[src/rtl/tc_lfsr8_ctrl.sv]
// tc_lfsr8_ctrl: command sequencer for the 8-bit LFSR (taps 4/5/6, right shift,
// serial-in at bit 7). It runs one command at a time (SEED, SHIFT, RUN, CAPTURE),
// holds the LFSR frozen between commands, pulses DONE with RESULT when a command
// completes, and flags an all-zero lockup seen while stepping.
// Optional feature macro: TC_LFSR_CTRL_CMP_EN adds the MATCH output, which
// compares the captured value against the CAPTURE command's data.
module tc_lfsr8_ctrl #(
  parameter int CNT_W = 5
) (
  input  logic             phi,
  input  logic             RST_N,
  input  logic             CMD_VALID,
  output logic             CMD_READY,
  input  logic [1:0]       CMD_OP,
  input  logic [7:0]       CMD_DATA,
  input  logic [CNT_W-1:0] CMD_CNT,
  input  logic [7:0]       LFSR_OUT,
  output logic             SET_EN,
  output logic [7:0]       SET_VAL,
  output logic             SI,
  output logic             SI_EN,
  output logic             BUSY,
  output logic             DONE,
  output logic [7:0]       RESULT,
`ifdef TC_LFSR_CTRL_CMP_EN
  output logic             MATCH,
`endif
  output logic             LOCKUP
);

  typedef enum logic [2:0] {
    S_IDLE  = 3'd0,
    S_SEED  = 3'd1,
    S_SHIFT = 3'd2,
    S_RUN   = 3'd3,
    S_FIN   = 3'd4
  } state_t;

  localparam logic [1:0] OP_SEED  = 2'b00;
  localparam logic [1:0] OP_SHIFT = 2'b01;
  localparam logic [1:0] OP_RUN   = 2'b10;
  localparam logic [1:0] OP_CAP   = 2'b11;

  state_t           state, state_nxt;
  logic [CNT_W-1:0] cnt, cnt_nxt;
  logic [7:0]       data_q, data_nxt;
  logic [CNT_W-1:0] shift_n;
  logic             accept;

  assign CMD_READY = (state == S_IDLE);
  assign BUSY      = (state != S_IDLE);
  assign accept    = CMD_VALID && (state == S_IDLE);

  // The LFSR can only be frozen by reloading its own output, so SET_VAL
  // carries the seed only in SEED and mirrors LFSR_OUT everywhere else.
  assign SET_VAL   = (state == S_SEED) ? data_q : LFSR_OUT;

  // Next-state: latch the command on accept, count down remaining steps/bits.
  // SHIFT data is shifted right each cycle so bit 0 is always the next bit.
  always_comb begin
    state_nxt = state;
    cnt_nxt   = cnt;
    data_nxt  = data_q;
    shift_n   = (CMD_CNT > CNT_W'(8)) ? CNT_W'(8) : CMD_CNT;
    case (state)
      S_IDLE: begin
        if (accept) begin
          data_nxt = CMD_DATA;
          case (CMD_OP)
            OP_SEED:  state_nxt = S_SEED;
            OP_SHIFT: begin
              cnt_nxt   = shift_n;
              state_nxt = (shift_n == '0) ? S_FIN : S_SHIFT;
            end
            OP_RUN: begin
              cnt_nxt   = CMD_CNT;
              state_nxt = (CMD_CNT == '0) ? S_FIN : S_RUN;
            end
            default:  state_nxt = S_FIN;
          endcase
        end
      end
      S_SEED:  state_nxt = S_FIN;
      S_SHIFT: begin
        data_nxt = {1'b0, data_q[7:1]};
        cnt_nxt  = cnt - CNT_W'(1);
        if (cnt == CNT_W'(1)) state_nxt = S_FIN;
      end
      S_RUN: begin
        cnt_nxt = cnt - CNT_W'(1);
        if (cnt == CNT_W'(1)) state_nxt = S_FIN;
      end
      S_FIN:   state_nxt = S_IDLE;
      default: state_nxt = S_IDLE;
    endcase
  end

  // State, counter and latched data registers.
  always_ff @(posedge phi or negedge RST_N) begin
    if (!RST_N) begin
      state  <= S_IDLE;
      cnt    <= '0;
      data_q <= 8'h00;
    end else begin
      state  <= state_nxt;
      cnt    <= cnt_nxt;
      data_q <= data_nxt;
    end
  end

  // Registered LFSR controls, decoded from the state being entered so they
  // line up with that state's cycle. Reset leaves the LFSR in hold.
  always_ff @(posedge phi or negedge RST_N) begin
    if (!RST_N) begin
      SET_EN <= 1'b1;
      SI_EN  <= 1'b0;
      SI     <= 1'b0;
    end else begin
      SET_EN <= !((state_nxt == S_SHIFT) || (state_nxt == S_RUN));
      SI_EN  <= (state_nxt == S_SHIFT);
      SI     <= (state_nxt == S_SHIFT) && data_nxt[0];
    end
  end

  // Completion: capture the result on the closing edge of FIN, pulse DONE.
  always_ff @(posedge phi or negedge RST_N) begin
    if (!RST_N) begin
      DONE   <= 1'b0;
      RESULT <= 8'h00;
    end else begin
      DONE <= (state == S_FIN);
      if (state == S_FIN) RESULT <= LFSR_OUT;
    end
  end

  // Sticky lockup: any all-zero value while stepping; only a nonzero seed clears it.
  always_ff @(posedge phi or negedge RST_N) begin
    if (!RST_N)
      LOCKUP <= 1'b0;
    else if ((state == S_RUN) && (LFSR_OUT == 8'h00))
      LOCKUP <= 1'b1;
    else if (accept && (CMD_OP == OP_SEED) && (CMD_DATA != 8'h00))
      LOCKUP <= 1'b0;
  end

`ifdef TC_LFSR_CTRL_CMP_EN
  logic [1:0] op_q;

  // Compare result: only a CAPTURE can produce a match; other commands clear it.
  always_ff @(posedge phi or negedge RST_N) begin
    if (!RST_N) begin
      op_q  <= OP_SEED;
      MATCH <= 1'b0;
    end else begin
      if (accept) op_q <= CMD_OP;
      if (state == S_FIN) MATCH <= (op_q == OP_CAP) && (LFSR_OUT == data_q);
    end
  end
`endif

endmodule

[config.mk]
export PLATFORM = sky130hd
export DESIGN_NAME = tc_lfsr8_ctrl
export DESIGN_NICKNAME = d
export VERILOG_FILES = /design/src/rtl/tc_lfsr8_ctrl.sv
export SDC_FILE = /design/constraint.sdc
export NUM_CORES = 1
export LEC_CHECK = 0
export CORE_UTILIZATION = 36
export DETAILED_ROUTE_END_ITERATION = 8
export PLACE_DENSITY = 0.74
export SETUP_SLACK_MARGIN = 0.15
export SYNTH_ARGS = -nofsm -noshare
export SYNTH_HDL_FRONTEND = slang
export SYNTH_SLANG_ARGS = --single-unit
[constraint.sdc]
create_clock -name phi -period 2.2 [get_ports phi]
set_input_delay 0.66 -clock phi [delete_from_list [all_inputs] [get_ports phi]]
set_output_delay 0.66 -clock phi [all_outputs]
set_load 0.05 [all_outputs]
==> flow_summary.yaml <==
floorplanning:
  chipHeight_um: 69.4
  core_area_mm2: 0.00435
  rows: 24
  start_util: 0.376
  dieArea_mm2: 0.00482
  ios: 49
  chipWidth_um: 69.4
yosys:
  yosysWarnings: 0
  synth_top_area_cell: "dfrtp_1"
  synthFlopType: "dfrtp_1"
  seq_area_frac_synth: 0.444
  yosys-top-cells-count: "dfrtp_1 (28), mux2_2 (16), o21ai_0 (11)"
  syn_nets: 184
  synth_edf_count: 0
  yosysUniqueCellTypes: 45
  postSynth.asyncResetShare: 1.00
  ys_ff_latch: 29
  synth_most_common_cell: "dfrtp_1"
  avgSynthCellArea_um2: 10.5
  mappedNetlistArea_mm2: 0.00164
  ys_top_cells_by_area: "dfrtp_1 (43%), mux2_2 (11%), nor2b_1 (3.4%), o21ai_0 (3.4%), a22oi_1 (3.2%)"
  syn_inst: 156
  synth_top_area_share: 0.428
detailed_routing:
  met1_length_mm: 1.86
  first_pass_iters: 4
  drt_iter0_drc: 121
  wl_per_cell_um: 14.9
  wl_met2_mm: 2.09
  wl_met3_um: 251
  drtAntennaViolNets: 0
  wl_mm: 4.22
  drt-vias-per-instance: 5.28
  vias: 1493
  drc: 0
  highest_layer: "met4"
pwr:
  comb_power_share: 0.632
  ir_worst_vdd_uv: 666
  clkPwrFrac: 0.114
  p_sw_mw: 1.77
  p_per_area_mw_per_mm2: 1500
  p_int_mw: 2.09
  seq_power_share: 0.255
  p_leak_nw: 1.14
  sw_frac_of_total: 0.459
grt:
  overflow: 0
  grt_pass1_wl_mm: 7.18
  first_global_vias: 1525
  grt_max_degree: 30
  grt_antenna_before_repair: 0
  grtUsageTotal: 0.185
run_status:
  failed_checks: "setup timing"
  outcome: "complete, but fails checks"
worst_setup_path:
  crit_fanout: 2
  cp-end-kind: "output pin"
  r2r_end: "cnt[3]$_DFFE_PN0P_"
  crit_path_end: "SET_VAL[2]"
  worst-r2r-setup-slack_ps: 400
  crit_arrival_ps: 1550
  rr_worst_depth: 5
  worstSetupPathType: "primary input to output pin"
  crit_start: "LFSR_OUT[2]"
  worstReg2RegStart: "state[1]$_DFF_PN0_"
  startpoint_type: "primary input"
  cp.required_ps: 1540
clock_network:
  cts-htree-levels: 2
  clockRootBuffer: "clkbuf_8"
  cts_sinks: 29
  clk_transition_reported_paths_ps: 60
  numCtsBuffers: 5
  cts_tree: "yes"
  clk_latency_ps: 270
  cts_buffer_depth: 2
  hold_buffers: 0
run:
  cap_violations: 0
timing:
  slew_headroom: 0.594
  timing.fmax_mhz: 452
  report.final.slew_viol_count: 0
  setup_viol: 2
  setup-tns-final_ps: -12.1
  setup_slack_ps: -11.2
  fin_skew_ps: 5.58
  tightest_slew_ps: 608
  hold_viol: 0
  rsz0062_at_grt: "yes"
  fin_crit_sh: 1.01
  period_minus_slack_ps: 2210
placement:
  gp_congestion: 0.827
  hpwl_mm: 3.20
  port_buffers: 48
finish:
  utilization: 0.593
  nNetsFinal: 258
  syn_to_final_growth_pct: 57.9
  insertedDiodeCount: 0
  drive_gt1_frac: 0.346
worst_hold_path:
  min_path_type: "register to register"
==> cells by family (layout without fill, tap and decap cells) <==
family,count (synthesis),count (layout),share of synthesized area
mux,16,16,0.110
compound gates,46,46,0.198
fa+ha+maj,2,2,0.0153
simple gates,46,46,0.180
flops,29,29,0.444
buf+inv,15,90,0.0420
xor+xnor,2,2,0.0107
==> worst max-delay path: stages <==
cell and delay [ps]:
clkdlybuf4s50_1 440, mux2_4 300, buf_12 150
==> cell usage in the layout (no fill, tap or decap), drive strengths merged, types with 2 or more instances in the layout <==
| cell | Yosys | layout |
|---|---|---|
| o21ai | 12 | 12 |
| nor3b | 5 | 5 |
| nor4 | 4 | 4 |
| a21o | 3 | 3 |
| clkbuf | 6 | 8 |
| or4b | 2 | 2 |
| inv | 6 | 5 |
| a32oi | 2 | 2 |
| clkdlybuf4s50 | 0 | 22 |
| ha | 2 | 2 |
| a21oi | 4 | 4 |
| a211oi | 3 | 3 |
| a22oi | 7 | 7 |
| nand2 | 5 | 5 |
| nand2b | 2 | 2 |
| or2 | 2 | 2 |
| dfrtp | 28 | 28 |
| buf | 3 | 41 |
| a31oi | 8 | 8 |
| nor3 | 2 | 2 |
| nor2b | 9 | 9 |
| nor2 | 9 | 9 |
| o31ai | 2 | 2 |
| mux2 | 16 | 16 |
| dlygate4sd2 | 0 | 12 |
==> power groups by stage <==
stage               Clock (mW)  Combinational (mW)  Sequential, mW
finish                   0.439                2.44           0.984
global route             0.474                2.61            1.02
CTS                      0.448                2.43           0.987
detailed placement           0                2.41           0.993
global placement             0                2.38           0.983
floorplan                    0                1.19            1.33
==> sequential cells by signal, indices dropped and copies added (netlist names) <==
register  count
DONE          1
LOCKUP        1
RESULT        8
SET_EN        1
SI            1
SI_EN         1
cnt           5
data_q        8
state         3
==> worst min path at each step <==
stage	start	endpoint	cells past startpoint
floorplan	RST_N	DONE$_DFF_PN0_	0
global placement	RESULT[4]$_DFFE_PN0P_	RESULT[4]$_DFFE_PN0P_	1
detailed placement	RESULT[4]$_DFFE_PN0P_	RESULT[4]$_DFFE_PN0P_	1
CTS	RESULT[4]$_DFFE_PN0P_	RESULT[4]$_DFFE_PN0P_	1
global route	RESULT[6]$_DFFE_PN0P_	RESULT[6]$_DFFE_PN0P_	1
finish	RESULT[4]$_DFFE_PN0P_	RESULT[4]$_DFFE_PN0P_	1
==> stage by stage <==
| step | setup slack, ps | hold slack, ps | instance area, um2 | total power [mW] | std cells |
|---|---|---|---|---|---|
| 2_1_floorplan | 155 | 364 | 1650 | 2.52 | 156 |
| 3_3_place_gp | -122 | 488 | 2420 | 3.36 | 272 |
| 3_5_place_dp | -148 | 494 | 2420 | 3.40 | 272 |
| 4_1_cts | -12.3 | 502 | 2550 | 3.87 | 283 |
| 5_1_grt | -47.0 | 518 | 2580 | 4.10 | 283 |
| 6_report | -11.2 | 502 | 2580 | 3.86 | 283 |
==> area by class of cell <==
type,count,area [um2]
fillers,360,1770
well taps,52,65.1
inverters,6,26.3
repair buffers,76,766
multi-input cells,112,910
clock buffers,8,90.1
flip-flops and latches,29,727
==> routing by layer <==
metal  track usage  vias up
met5             0        -
met4        0.0522        0
met3        0.0567        3
met2         0.312       47
met1         0.228      708
li1              -      735
==> timing repair <==
item,4_1_cts,5_1_grt
setup buffers,3,0
setup endpoints to repair,20,19
gates resized for setup,23,6
pin swaps,2,3
Note: power is estimated with default switching activity, not from simulation.
